[src/rtl/pipeline_pkg.sv]
`default_nettype none
// +--------------------------------------------------------------------------+
// | pipeline_pkg                                                             |
// | Shared pipeline types: register index and hazard stall-cause encoding.   |
// | Revision: 1.0                                                            |
// +--------------------------------------------------------------------------+
package pipeline_pkg;

  localparam int REG_IDX_W     = 5;
  localparam int NUM_ARCH_REGS = 32;

  typedef logic [REG_IDX_W-1:0] reg_idx_t;

  typedef enum logic [2:0] {
    CAUSE_NONE    = 3'd0,
    CAUSE_RAW     = 3'd1,
    CAUSE_LOADUSE = 3'd2,
    CAUSE_WAW     = 3'd3,
    CAUSE_STRUCT  = 3'd4
  } stall_cause_t;

endpackage
`default_nettype wire

[src/rtl/hazard_scoreboard_if.sv]
`default_nettype none
// +--------------------------------------------------------------------------+
// | hazard_scoreboard_if                                                     |
// | Decode/EX/WB hazard bus between the pipeline and the hazard scoreboard.  |
// | Revision: 1.0                                                            |
// +--------------------------------------------------------------------------+
interface hazard_scoreboard_if
  import pipeline_pkg::*;
#(
  parameter int NUM_REGS = NUM_ARCH_REGS,
  parameter int CNT_W    = 3
);

  reg_idx_t            in_IFID_rs1;
  reg_idx_t            in_IFID_rs2;
  logic                in_IFID_uses_rs1;
  logic                in_IFID_uses_rs2;
  reg_idx_t            in_IFID_rd;
  logic                in_IFID_write_enable;
  logic                in_IFID_is_long;
  reg_idx_t            in_IDEX_rd;
  logic                in_IDEX_write_enable;
  logic                in_IDEX_mem_read;
  logic                in_IDEX_is_long;
  logic                in_flush;
  logic                in_WB_long_valid;
  reg_idx_t            in_WB_long_rd;
  logic                out_stall;
  logic [NUM_REGS-1:0] out_pending;
  logic [CNT_W-1:0]    out_outstanding;
  logic                out_error;

  modport master (
    output in_IFID_rs1, in_IFID_rs2, in_IFID_uses_rs1, in_IFID_uses_rs2,
           in_IFID_rd, in_IFID_write_enable, in_IFID_is_long,
           in_IDEX_rd, in_IDEX_write_enable, in_IDEX_mem_read, in_IDEX_is_long,
           in_flush, in_WB_long_valid, in_WB_long_rd,
    input  out_stall, out_pending, out_outstanding, out_error
  );

  modport slave (
    input  in_IFID_rs1, in_IFID_rs2, in_IFID_uses_rs1, in_IFID_uses_rs2,
           in_IFID_rd, in_IFID_write_enable, in_IFID_is_long,
           in_IDEX_rd, in_IDEX_write_enable, in_IDEX_mem_read, in_IDEX_is_long,
           in_flush, in_WB_long_valid, in_WB_long_rd,
    output out_stall, out_pending, out_outstanding, out_error
  );

endinterface
`default_nettype wire

[src/rtl/hazard_match.sv]
`default_nettype none
// +--------------------------------------------------------------------------+
// | hazard_match                                                             |
// | Per-source comparator: RAW against pending regs, load-use/long-in-EX.    |
// | Revision: 1.0                                                            |
// +--------------------------------------------------------------------------+
module hazard_match
  import pipeline_pkg::*;
#(
  parameter int NUM_REGS = NUM_ARCH_REGS
) (
  input  logic                uses_rs,
  input  reg_idx_t            rs,
  input  logic [NUM_REGS-1:0] pending,
  input  reg_idx_t            idex_rd,
  input  logic                idex_write_enable,
  input  logic                idex_mem_read,
  input  logic                idex_is_long,
  output stall_cause_t        cause
);

  always_comb begin
    cause = CAUSE_NONE;
    if (uses_rs && (rs != '0)) begin
      if (pending[rs]) begin
        cause = CAUSE_RAW;
      end else if ((idex_mem_read || idex_is_long) && idex_write_enable &&
                   (idex_rd == rs)) begin
        cause = CAUSE_LOADUSE;
      end
    end
  end

endmodule
`default_nettype wire

[src/rtl/hazard_scoreboard.sv]
`default_nettype none
// +--------------------------------------------------------------------------+
// | hazard_scoreboard                                                        |
// | Decode-stage scoreboard for long-latency results; stalls IFID on RAW,    |
// | load-use, WAW and structural hazards. Optional stall counters are        |
// | enabled with macro SCOREBOARD_STATS_EN.                                  |
// | Revision: 1.0                                                            |
// +--------------------------------------------------------------------------+
module hazard_scoreboard
  import pipeline_pkg::*;
#(
  parameter int NUM_REGS        = NUM_ARCH_REGS,
  parameter int MAX_OUTSTANDING = 4,
  parameter int CNT_W           = $clog2(MAX_OUTSTANDING + 1)
) (
  input  wire logic          clk,
  input  wire logic          reset,
`ifdef SCOREBOARD_STATS_EN
  output logic [31:0]        out_stall_cycles,
  output logic [31:0]        out_struct_stall_cycles,
`endif
  hazard_scoreboard_if.slave bus
);

  localparam logic [CNT_W-1:0] MAX_CNT = CNT_W'(MAX_OUTSTANDING);

  logic [NUM_REGS-1:0] pending_q, pending_d;
  logic [CNT_W-1:0]    outstanding_q, outstanding_d;
  logic                error_q, error_d;

  logic         accept_req, accept, full, retire;
  logic         src_hazard, waw_hazard, struct_hazard, stall;
  stall_cause_t rs1_cause, rs2_cause;

  hazard_match #(.NUM_REGS(NUM_REGS)) u_match_rs1 (
    .uses_rs           (bus.in_IFID_uses_rs1),
    .rs                (bus.in_IFID_rs1),
    .pending           (pending_q),
    .idex_rd           (bus.in_IDEX_rd),
    .idex_write_enable (bus.in_IDEX_write_enable),
    .idex_mem_read     (bus.in_IDEX_mem_read),
    .idex_is_long      (bus.in_IDEX_is_long),
    .cause             (rs1_cause)
  );

  hazard_match #(.NUM_REGS(NUM_REGS)) u_match_rs2 (
    .uses_rs           (bus.in_IFID_uses_rs2),
    .rs                (bus.in_IFID_rs2),
    .pending           (pending_q),
    .idex_rd           (bus.in_IDEX_rd),
    .idex_write_enable (bus.in_IDEX_write_enable),
    .idex_mem_read     (bus.in_IDEX_mem_read),
    .idex_is_long      (bus.in_IDEX_is_long),
    .cause             (rs2_cause)
  );

  always_comb begin
    accept_req = bus.in_IDEX_is_long && bus.in_IDEX_write_enable &&
                 (bus.in_IDEX_rd != '0) && !bus.in_flush;
    full       = (outstanding_q == MAX_CNT);
    accept     = accept_req && !full;
    // x0 is never pending, so a retire to x0 falls out as an error too.
    retire     = bus.in_WB_long_valid && pending_q[bus.in_WB_long_rd];

    pending_d = pending_q;
    if (retire) pending_d[bus.in_WB_long_rd] = 1'b0;
    if (accept) pending_d[bus.in_IDEX_rd]    = 1'b1;
    pending_d[0] = 1'b0;

    outstanding_d = outstanding_q + {{(CNT_W-1){1'b0}}, accept}
                                  - {{(CNT_W-1){1'b0}}, retire};

    error_d = error_q || (bus.in_WB_long_valid && !retire) || (accept_req && full);
  end

  always_comb begin
    src_hazard    = (rs1_cause != CAUSE_NONE) || (rs2_cause != CAUSE_NONE);
    waw_hazard    = bus.in_IFID_write_enable && (bus.in_IFID_rd != '0) &&
                    (pending_q[bus.in_IFID_rd] ||
                     (bus.in_IDEX_is_long && (bus.in_IDEX_rd == bus.in_IFID_rd)));
    // Projected count lets a same-cycle retire release the structural stall.
    struct_hazard = bus.in_IFID_is_long && (outstanding_d == MAX_CNT);
    stall         = (src_hazard || waw_hazard || struct_hazard) && !bus.in_flush;
  end

  always_ff @(posedge clk) begin
    if (reset) begin
      pending_q     <= '0;
      outstanding_q <= '0;
      error_q       <= 1'b0;
    end else begin
      pending_q     <= pending_d;
      outstanding_q <= outstanding_d;
      error_q       <= error_d;
    end
  end

  assign bus.out_stall       = stall;
  assign bus.out_pending     = pending_q;
  assign bus.out_outstanding = outstanding_q;
  assign bus.out_error       = error_q;

`ifdef SCOREBOARD_STATS_EN
  logic [31:0] stall_cycles_q, stall_cycles_d;
  logic [31:0] struct_cycles_q, struct_cycles_d;
  logic        struct_only;

  always_comb begin
    struct_only     = stall && struct_hazard && !src_hazard && !waw_hazard;
    stall_cycles_d  = stall_cycles_q;
    struct_cycles_d = struct_cycles_q;
    if (stall && (stall_cycles_q != '1))        stall_cycles_d  = stall_cycles_q + 32'd1;
    if (struct_only && (struct_cycles_q != '1)) struct_cycles_d = struct_cycles_q + 32'd1;
  end

  always_ff @(posedge clk) begin
    if (reset) begin
      stall_cycles_q  <= '0;
      struct_cycles_q <= '0;
    end else begin
      stall_cycles_q  <= stall_cycles_d;
      struct_cycles_q <= struct_cycles_d;
    end
  end

  assign out_stall_cycles        = stall_cycles_q;
  assign out_struct_stall_cycles = struct_cycles_q;
`endif

endmodule
`default_nettype wire

[src/flat_wrapper.sv]
// flat-port wrapper written by rule: the top's interface ports become plain ports
module hazard_scoreboard_flat import pipeline_pkg::*;
#(
  parameter int NUM_REGS        = NUM_ARCH_REGS,
  parameter int MAX_OUTSTANDING = 4,
  parameter int CNT_W           = $clog2(MAX_OUTSTANDING + 1)
)
  (clk, reset, bus_in_IFID_rs1, bus_in_IFID_rs2, bus_in_IFID_uses_rs1, bus_in_IFID_uses_rs2, bus_in_IFID_rd, bus_in_IFID_write_enable, bus_in_IFID_is_long, bus_in_IDEX_rd, bus_in_IDEX_write_enable, bus_in_IDEX_mem_read, bus_in_IDEX_is_long, bus_in_flush, bus_in_WB_long_valid, bus_in_WB_long_rd, bus_out_stall, bus_out_pending, bus_out_outstanding, bus_out_error);
  hazard_scoreboard_if #(.NUM_REGS(NUM_REGS), .CNT_W(CNT_W)) bus_i ();
  input  wire logic clk;
  input  wire logic reset;
  input wire logic [$bits(bus_i.in_IFID_rs1)-1:0] bus_in_IFID_rs1;
  input wire logic [$bits(bus_i.in_IFID_rs2)-1:0] bus_in_IFID_rs2;
  input wire logic [$bits(bus_i.in_IFID_uses_rs1)-1:0] bus_in_IFID_uses_rs1;
  input wire logic [$bits(bus_i.in_IFID_uses_rs2)-1:0] bus_in_IFID_uses_rs2;
  input wire logic [$bits(bus_i.in_IFID_rd)-1:0] bus_in_IFID_rd;
  input wire logic [$bits(bus_i.in_IFID_write_enable)-1:0] bus_in_IFID_write_enable;
  input wire logic [$bits(bus_i.in_IFID_is_long)-1:0] bus_in_IFID_is_long;
  input wire logic [$bits(bus_i.in_IDEX_rd)-1:0] bus_in_IDEX_rd;
  input wire logic [$bits(bus_i.in_IDEX_write_enable)-1:0] bus_in_IDEX_write_enable;
  input wire logic [$bits(bus_i.in_IDEX_mem_read)-1:0] bus_in_IDEX_mem_read;
  input wire logic [$bits(bus_i.in_IDEX_is_long)-1:0] bus_in_IDEX_is_long;
  input wire logic [$bits(bus_i.in_flush)-1:0] bus_in_flush;
  input wire logic [$bits(bus_i.in_WB_long_valid)-1:0] bus_in_WB_long_valid;
  input wire logic [$bits(bus_i.in_WB_long_rd)-1:0] bus_in_WB_long_rd;
  output wire logic [$bits(bus_i.out_stall)-1:0] bus_out_stall;
  output wire logic [$bits(bus_i.out_pending)-1:0] bus_out_pending;
  output wire logic [$bits(bus_i.out_outstanding)-1:0] bus_out_outstanding;
  output wire logic [$bits(bus_i.out_error)-1:0] bus_out_error;
  assign bus_i.in_IFID_rs1 = bus_in_IFID_rs1;
  assign bus_i.in_IFID_rs2 = bus_in_IFID_rs2;
  assign bus_i.in_IFID_uses_rs1 = bus_in_IFID_uses_rs1;
  assign bus_i.in_IFID_uses_rs2 = bus_in_IFID_uses_rs2;
  assign bus_i.in_IFID_rd = bus_in_IFID_rd;
  assign bus_i.in_IFID_write_enable = bus_in_IFID_write_enable;
  assign bus_i.in_IFID_is_long = bus_in_IFID_is_long;
  assign bus_i.in_IDEX_rd = bus_in_IDEX_rd;
  assign bus_i.in_IDEX_write_enable = bus_in_IDEX_write_enable;
  assign bus_i.in_IDEX_mem_read = bus_in_IDEX_mem_read;
  assign bus_i.in_IDEX_is_long = bus_in_IDEX_is_long;
  assign bus_i.in_flush = bus_in_flush;
  assign bus_i.in_WB_long_valid = bus_in_WB_long_valid;
  assign bus_i.in_WB_long_rd = bus_in_WB_long_rd;
  assign bus_out_stall = bus_i.out_stall;
  assign bus_out_pending = bus_i.out_pending;
  assign bus_out_outstanding = bus_i.out_outstanding;
  assign bus_out_error = bus_i.out_error;
  hazard_scoreboard #(.NUM_REGS(NUM_REGS), .MAX_OUTSTANDING(MAX_OUTSTANDING), .CNT_W(CNT_W)) u_core (.clk(clk), .reset(reset), .bus(bus_i));
endmodule
[config.mk]
export PLATFORM = sky130hd
export DESIGN_NAME = hazard_scoreboard_flat
export DESIGN_NICKNAME = d
export VERILOG_FILES = /design/src/rtl/pipeline_pkg.sv /design/src/rtl/hazard_scoreboard_if.sv /design/src/rtl/hazard_match.sv /design/src/rtl/hazard_scoreboard.sv /design/src/flat_wrapper.sv
export SDC_FILE = /design/constraint.sdc
export NUM_CORES = 1
export LEC_CHECK = 0
export ABC_CLOCK_PERIOD_IN_PS = 4500
export CAP_MARGIN = 20
export CORE_ASPECT_RATIO = 1.25
export CORE_UTILIZATION = 40
export DETAILED_ROUTE_END_ITERATION = 12
export PLACE_DENSITY = 0.73
export SLEW_MARGIN = 10
export SYNTH_ARGS = -nofsm -noshare
export SYNTH_HDL_FRONTEND = slang
export SYNTH_SLANG_ARGS = --single-unit
[constraint.sdc]
create_clock -name clk -period 4.5 [get_ports clk]
set_input_delay 0.45 -clock clk [delete_from_list [all_inputs] [get_ports clk]]
set_output_delay 0.45 -clock clk [all_outputs]
set_load 0.02 [all_outputs]
# After elaboration in Yosys (flattened, before gate mapping)
# Index checks and enable logic that the tools add are counted.
# Widths: inputs -> output; s select.
# totals
regBits,36
inputBits,36
wordCells,76
# op_classes
n_bitwise,3
magnitude_cmp,7
n_eq_ne,5
reduce_logical,35
n_mux,20
addsub,2
# ops
operator,count
$mux 32,2
$and 32x32->32,1
$not 32->32,1
$or 32x32->32,1
$lt 5x6->1 const B,5
$bmux 1 s5,4
$reduce_bool 5->1,4
$logic_and 1x1->1,19
$eq 5x5->1,3
$mux 2,6
$demux 1 s5,2
$ge 5x1->1 const B,2
$logic_or 1x1->1,7
$eq 3x3->1 const B,2
$mux 1,6
$reduce_bool 3->1,2
$add 3x1->3,1
$logic_not 1->1,3
$sub 3x1->3,1

# Longest topological paths before layout
# Gate-level depths: netlist (run 1).
# logic_depth
ltp_word,11
depth_mapped,17
mapped_depth_nobuf,15

# By module
# From an unflattened synthesis (run 1), not the netlist that was laid out.
# unflattened
cells_unflattened,377
hier_area_um2,3253.1
# modules_own_cells
module,cells_each,seq_area_each_um2,area_each_um2,instances
hazard_scoreboard,273,700.7,2384.8,1
hazard_match,52,0.0,434.2,2

# Worst setup path after synthesis (run 1)
# No wires, ideal clock.
# synth_path
path_kind,input port to output port
startpoint,in bus_in_WB_long_rd[0]
endpoint,out bus_out_stall
arrival_time_ps,3564
slack_ps,486
path_stages,16
path_buffers,2
path_cell_list,buf_4 > mux4_2 > a22oi_1 > a41o_2 > buf_6 > inv_1 > ha_1 > inv_1 > ha_1 > fa_1 > xnor2_1 > xnor2_1 > nor4b_1 > a211oi_1 > a21oi_1 > a211o_1
# synth_between
elab_chain_cells,8
# synth_lines
element,line_no,source
"start, declared",flat_wrapper.sv:25,input wire logic [$bits(bus_i.in_WB_long_rd)-1:0] bus_in_WB_long_rd;
$bmux 1 s5,hazard_scoreboard.sv:63,retire = bus.in_WB_long_valid && pending_q[bus.in_WB_long_rd];
$mux 1 (implied by the code),hazard_scoreboard.sv:63,
$logic_and 1x1->1,hazard_scoreboard.sv:63,
$sub 3x1->3,hazard_scoreboard.sv:71,"- {{(CNT_W-1){1'b0}}, retire};"
$eq 3x3->1,hazard_scoreboard.sv:82,struct_hazard = bus.in_IFID_is_long && (outstanding_d == MAX_CNT);
$logic_and 1x1->1,hazard_scoreboard.sv:82,
$logic_or 1x1->1,hazard_scoreboard.sv:83,stall = (src_hazard || waw_hazard || struct_hazard) && !bus.in_flush;
$logic_and 1x1->1,hazard_scoreboard.sv:83,
"end, declared",flat_wrapper.sv:26,output wire logic [$bits(bus_i.out_stall)-1:0] bus_out_stall;
# No other way between the ends. The select of a mux whose other input is x is not followed.

# Final worst setup path (run 1)
# Same ends and word-level chain as after synthesis.

==> reports/metrics.cfg, run 1 <==
[timing]
maxSlewViolCount=0
period_needed_ns=4.323
fmax_mhz=231.3
max-slew-margin-rel_pct=18.10
rsz0062_at_grt=no
final_hold_viol_count=0
fin_crit_sh_pct=96.06
finClkSkew_ns=0.002917
finalSetupViolations=0
worst_slew_pin_slew_ns=1.226

[power]
p_switching_uw=201.9
clkPwrFrac_pct=29.8
p_seq_share_pct=44.6
powerDensity_nw_per_um2=167.9
power.internal_uw=506.0
switching_share_pct=28.52
p_leak_nw=1.479
p_comb_share_pct=25.6
ir_drop_v=0.0001256

[cts]
cts_root_buf=clkbuf_8
htreeDepth=2
cts_num_sinks=35
cts.clk_slew.worst_paths_ns=0.07
numCtsBuffers=5
insertion_delay_ns=0.29
holdBufCountCts=0
cts_tree=built
cts_buffer_depth=2

[floorplanning]
start_util_pct=41.83
die-area_sq_um=7735
die_w_um=78.87
core_sq_um=7062
fp.dieH_um=98.08
num_rows=34
io_pins=73

[worst_setup_path]
critPathKind=input port to output port
cp_top_family=compound AO/OA/AOI/OAI gates
cp-start-kind=input port
r2r-end=u_core.bus.out_outstanding[2]
rr_startpoint=u_core.bus.out_pending[8]
crit_fanout=5
cpMaxStageDelayCell=mux4_2
slowest_delay_ns=0.49
reg2regPathDepth=12
cp_num_buf_inv=5
crit_path_end_kind=output port
required_ns=4.05
r2r_slack_ns=1.56
crit_chain=clkdlybuf4s15_2 > bufbuf_16 > mux4_2 > a22oi_2 > a41o_2 > inv_1 > ha_1 > inv_1 > ha_1 > fa_2 > xnor2_1 > xnor2_1 > nor4b_2 > a211oi_1 > a21oi_1 > a211o_1 > buf_2
worstPathArrival_ns=3.87

[global_route]
track_usage_pct=28.48
grt_max_degree=23
grt_pass1_wl_um=16500
grt_use_met1_pct=34.26
grt_antenna_before_repair=0
busiest_layer=met2
grt_pass1_vias=3132
overflow=0
globalRouteMet2Util_pct=49.23
use_met3_pct=3.084

[final_layout]
syn2layout_area_growth_pct=42.69
diodes=0
drive_gt1_share_pct=24.48
final_core_util_pct=59.69
finalInstanceArea_sq_um=4215
regArea_sq_um=700.7
multi_input_area_sq_um=2135
n_fill_cell=629
finalNetCount=469
final_cell_mix=clkdlybuf4s50_1 (68), nand2_1 (50), buf_4 (50)
mostFrequentLayoutCell=clkdlybuf4s50_1

[detailed_routing]
postRouteAntennaNets=0
avgViaCountPerCell=6.270
drtPass1Iterations=5
drt_wl_total_um=10840
vias=3254
routedWlPerCell_um=20.88
drc=0
drt_iter0_drc=192

[placed_design]
place_area_sq_um=4064
hpwl_um=7989
port-buffer-count=71
gp_congestion=0.8940

[run_status]
status=finished clean

[min_path]
min_to=u_core.bus.out_error
hold_path_depth=2
holdCritPathClass=flip-flop to flip-flop
min_from=u_core.bus.out_error

[logic_synthesis]
syn_avg_cell_area_sq_um=9.006
synth.distinct_cells=44
ys_seq_area_share_pct=23.72
syn_nets=367
postSynthCellCount=328
yosysWarnings=0
ys_ff_latch=35
syn_area_sq_um=2954

[job]
drv_cap=0

==> cell type report <==
class | instances | share of cell area (%)
clock buffer | 6 | 1.722
inverter | 9 | 0.8014
multi-input combinational | 255 | 50.64
sequential | 35 | 16.62
tap | 90 | 2.671
timing repair buffer | 124 | 27.55
==> logic make-up after synthesis <==
group	share of synthesized area, %
adders and majority gates	1.525
and+or+nand+nor	17.83
AOI/OAI and AO/OA	19.91
buffers and inverters	5.506
DFF	23.72
xor gates and xnor gates	5.040
other	0.1269
muxes	26.34
==> power by group through the flow <==
stage / combinational (mW) / clock [mW] / sequential [mW]
6_report: 0.182 / 0.211 / 0.315
5_1_grt: 0.193 / 0.223 / 0.315
4_1_cts: 0.178 / 0.213 / 0.315
3_5_place_dp: 0.173 / 0 / 0.322
3_3_place_gp: 0.167 / 0 / 0.322
2_1_floorplan: 0.0862 / 0 / 0.326
==> Yosys cell counts (all sizes together) <==
library cell	count	area (sq um)
nor2	10	37.54
mux2	4	45.04
mux2i	8	80.08
conb	1	3.750
nand2b	1	6.260
fa	1	20.02
clkbuf	20	75.07
nand2	50	187.7
and3	3	18.77
a31oi	2	12.51
o311ai	1	8.760
nor4	4	25.02
inv	9	33.78
o21ai	12	60.06
mux4	29	653.1
ha	2	25.02
nor4bb	1	10.01
a211o	1	8.760
nor3	5	30.03
a2111oi	1	8.760
xor2	8	70.07
a21oi	41	205.2
or3	1	6.260
nand3	4	20.02
a311oi	24	210.2
dfxtp	35	700.7
nor2b	4	25.02
a22oi	4	30.03
nand4	1	6.260
a211oi	2	15.01
a22o	2	17.52
or4	2	15.01
a41o	1	11.26
and4	1	8.760
buf	9	53.80
xnor2	9	78.83
and3b	3	26.28
nor4b	2	17.52
nor3b	10	86.33
==> state kept, by name, indices dropped and copies added, names as in the netlist <==
signal                      cells
u_core.bus.out_outstanding      3
u_core.bus.out_error            1
u_core.bus.out_pending         31
==> repair_timing <==
| action | CTS | global route |
|---|---|---|
| buffers inserted | 1 | 0 |
| pin swaps | 5 | 5 |
| hold endpoints to repair | 0 | 0 |
| cloned | 1 | 0 |
| setup endpoints to repair | 1 | 1 |
| gates resized for setup | 12 | 5 |
==> worst max path at each step <==
stage          depth (start not counted)  slack (ns)             to                 start
2_1_floorplan                         16        0.49  bus_out_stall  bus_in_WB_long_rd[0]
3_3_place_gp                          17       -0.57  bus_out_stall  bus_in_WB_long_rd[0]
3_5_place_dp                          17       -0.65  bus_out_stall  bus_in_WB_long_rd[0]
4_1_cts                               17        0.03  bus_out_stall  bus_in_WB_long_rd[0]
5_1_grt                               17        0.02  bus_out_stall  bus_in_WB_long_rd[0]
6_report                              17        0.18  bus_out_stall  bus_in_WB_long_rd[0]
==> worst reg2reg max path: stages, from the launching register on <==
cell and delay, ns:
dfxtp_1 0.39, mux4_2 0.48, a22oi_1 0.25, a41o_2 0.25, inv_1 0.05, ha_1 0.26, inv_1 0.04, ha_1 0.21
fa_2 0.34, xnor2_1 0.14, xnor2_1 0.22, buf_4 0.15, nor2_1 0.03
==> per-layer routing <==
metal | vias up | share of wire, %
met3 | 46 | 8.7
li1 | 1462 | -
met2 | 212 | 49
met5 | - | 0
met4 | 0 | 4.8
met1 | 1534 | 37
==> per-stage QoR <==
stage / setup TNS, ns / setup WS, ns / hold slack (ns) / power [mW] / std cells
floorplan: 0 / 0.4863 / 0.5844 / 0.4121 / 328
global placement: -0.5723 / -0.5723 / 0.5167 / 0.4897 / 510
detailed placement: -0.6459 / -0.6459 / 0.5381 / 0.4955 / 511
CTS: 0 / 0.03273 / 0.5514 / 0.7068 / 519
global route: 0 / 0.01856 / 0.5907 / 0.7316 / 519
finish: 0 / 0.1773 / 0.5480 / 0.7078 / 519
(Power assumes the default switching activity.)
==> inputs of run 2 (changes only) <==
- CTS_CLUSTER_DIAMETER: unset -> 80
==> results of run 2 <==
No change in the layout: final DEF, timing and power equal those of run 1.
==> inputs of run 3 (changes only) <==
- ABC_CLOCK_PERIOD_IN_PS: 4500 -> 4050
- CTS_CLUSTER_DIAMETER: 80 -> 200
- REMOVE_ABC_BUFFERS: unset -> 1
- clock period: 4.5 -> 4.05 ns (I/O delays scaled with it)
==> reports/metrics.cfg, run 3 (synthesized netlist as in run 1, its figures left out) <==
[timing]
period_needed_ns=3.971
final_hold_viol_count=0
fin_crit_sh_pct=98.04
hold_ws_ns=0.5380
finalSetupViolations=0
max-slew-margin-rel_pct=40.68
maxSlewViolCount=0
fmax_mhz=251.9
worst_slew_pin_slew_ns=0.8865
postLayoutSetupSlackWorst_ns=0.07949
finClkSkew_ns=0.006101

[detailed_routing]
drt_iter0_drc=279
postRouteAntennaNets=0
drtPass1Iterations=4
avgViaCountPerCell=6.340
routedWlPerCell_um=20.80
drt_wl_total_um=11060
drc=0
vias=3373

[final_layout]
finalNetCount=480
finalInstanceArea_sq_um=4303
final_cell_mix=clkdlybuf4s50_1 (65), buf_4 (60), nand2_1 (50)
largest_reg_flops=31
mostFrequentLayoutCell=clkdlybuf4s50_1
drive_gt1_share_pct=28.05
regArea_sq_um=700.7
fin_cells=532
diodes=0
multi_input_area_sq_um=2175
n_fill_cell=622
syn2layout_area_growth_pct=45.66

[floorplanning]
fp.dieH_um=98.08
num_rows=34
die_w_um=78.87
io_pins=73
die-area_sq_um=7735
core_sq_um=7062
start_util_pct=41.83

[job]
drv_cap=0

[worst_setup_path]
cp_top_family=compound AO/OA/AOI/OAI gates
cp-start-kind=input port
crit_path_end_kind=output port
crit_fanout=5
slowest_delay_ns=0.50
critPathKind=input port to output port
cp_num_buf_inv=5
required_ns=3.64
crit_chain=buf_6 > buf_6 > mux4_2 > a22oi_2 > a41o_2 > inv_2 > ha_4 > inv_2 > ha_4 > fa_2 > xnor2_2 > xnor2_2 > nor4b_2 > a211oi_1 > a21oi_1 > a211o_1 > buf_6
worstPathArrival_ns=3.57
cpMaxStageDelayCell=mux4_2
crit_path_frequent_cell=buf_6

[placed_design]
post-place-ws_ns=-0.9780
place_area_sq_um=4114
gp_congestion=0.9456
port-buffer-count=71
dp_cells=522
hpwl_um=8045

[power]
powerDensity_nw_per_um2=186.9
finalPower_uw=804.2
p_leak_nw=1.525
ir_drop_v=0.0001248

[global_route]
overflow=0
track_usage_pct=29.12
grt_pass1_vias=3365
grt_pass1_wl_um=17370
grt_max_degree=36
grt_antenna_before_repair=0

[cts]
insertion_delay_ns=0.29
cts_buffer_depth=2
cts.clk_slew.worst_paths_ns=0.07
numCtsBuffers=5
cts_tree=built
htreeDepth=2
cts_root_buf=clkbuf_8
cts_num_sinks=35

[min_path]
holdCritPathClass=flip-flop to flip-flop

[run_status]
status=finished clean

run 3: cell count changes in the layout (fill, tap and decap cells not counted), sizes merged:
cell | previous run | this run
clkdlybuf4s15 | 1 | 0
clkdlybuf4s50 | 68 | 65
clkbuf | 6 | 7
bufbuf | 1 | 0
dlygate4sd2 | 1 | 3
buf | 53 | 67
clkinv | 0 | 1
run 3: where the power goes:
group | internal, mW | switching, mW | leakage (nW)
registers | 0.347 | 0.00270 | 0.282
logic | 0.100 | 0.106 | 1.20
clock network | 0.121 | 0.127 | 0.0422
run 3: timing repair:
item,in CTS,in global routing
buffers inserted,1,1
setup endpoints to repair,1,1
gates resized for setup,33,6
hold buffers,0,0
pin swaps,12,10
run 3: routing by layer:
metal | share of wire (%) | vias up | GRT usage (%)
li1 | - | 1495 | -
met1 | 39 | 1615 | 36.68
met2 | 48 | 216 | 47.36
met3 | 8.9 | 47 | 4.953
met4 | 3.9 | 0 | 15.24
met5 | 0 | - | 0
run 3: cell type report:
| cell class | instances | area share [%] |
|---|---|---|
| clock buffer | 7 | 1.774 |
| clock inverter | 1 | 0.1163 |
| inverter | 9 | 0.7851 |
| multi-input combinational | 255 | 50.54 |
| sequential | 35 | 16.28 |
| tap | 90 | 2.617 |
| timing repair buffer | 135 | 27.89 |
run 3: path summary, 6_finish.rpt:
| check | endpoint | slack, ns | cells after the start | start |
|---|---|---|---|---|
| max | bus_out_stall | 0.08 | 17 | bus_in_WB_long_rd[0] |
| min | u_core.bus.out_error | 0.54 | 2 | u_core.bus.out_error |
| min reg2reg | u_core.bus.out_error | 0.54 | 2 | u_core.bus.out_error |
| max reg2reg | u_core.bus.out_outstanding[2] | 1.12 | 14 | u_core.bus.out_pending[31] |
run 3: per-stage QoR:
stage | TNS (ns) | util [%]
after detailed placement | -0.9780 | 58.26
final | 0 | 60.93
after global placement | -0.9383 | 58.26
after floorplan | 0 | -
after CTS | 0 | 60.35
after global routing | -0.02200 | 60.93
run 3: worst register-to-register path, cell delays in order, from the launching register on:
cell	delay (ns)
dfxtp_1	0.32
mux4_2	0.48
a22oi_2	0.22
a41o_2	0.24
inv_2	0.06
ha_4	0.25
inv_2	0.04
ha_4	0.15
fa_2	0.35
xnor2_2	0.16
xnor2_2	0.16
buf_4	0.14
buf_4	0.12
buf_4	0.12
nor2_1	0.07
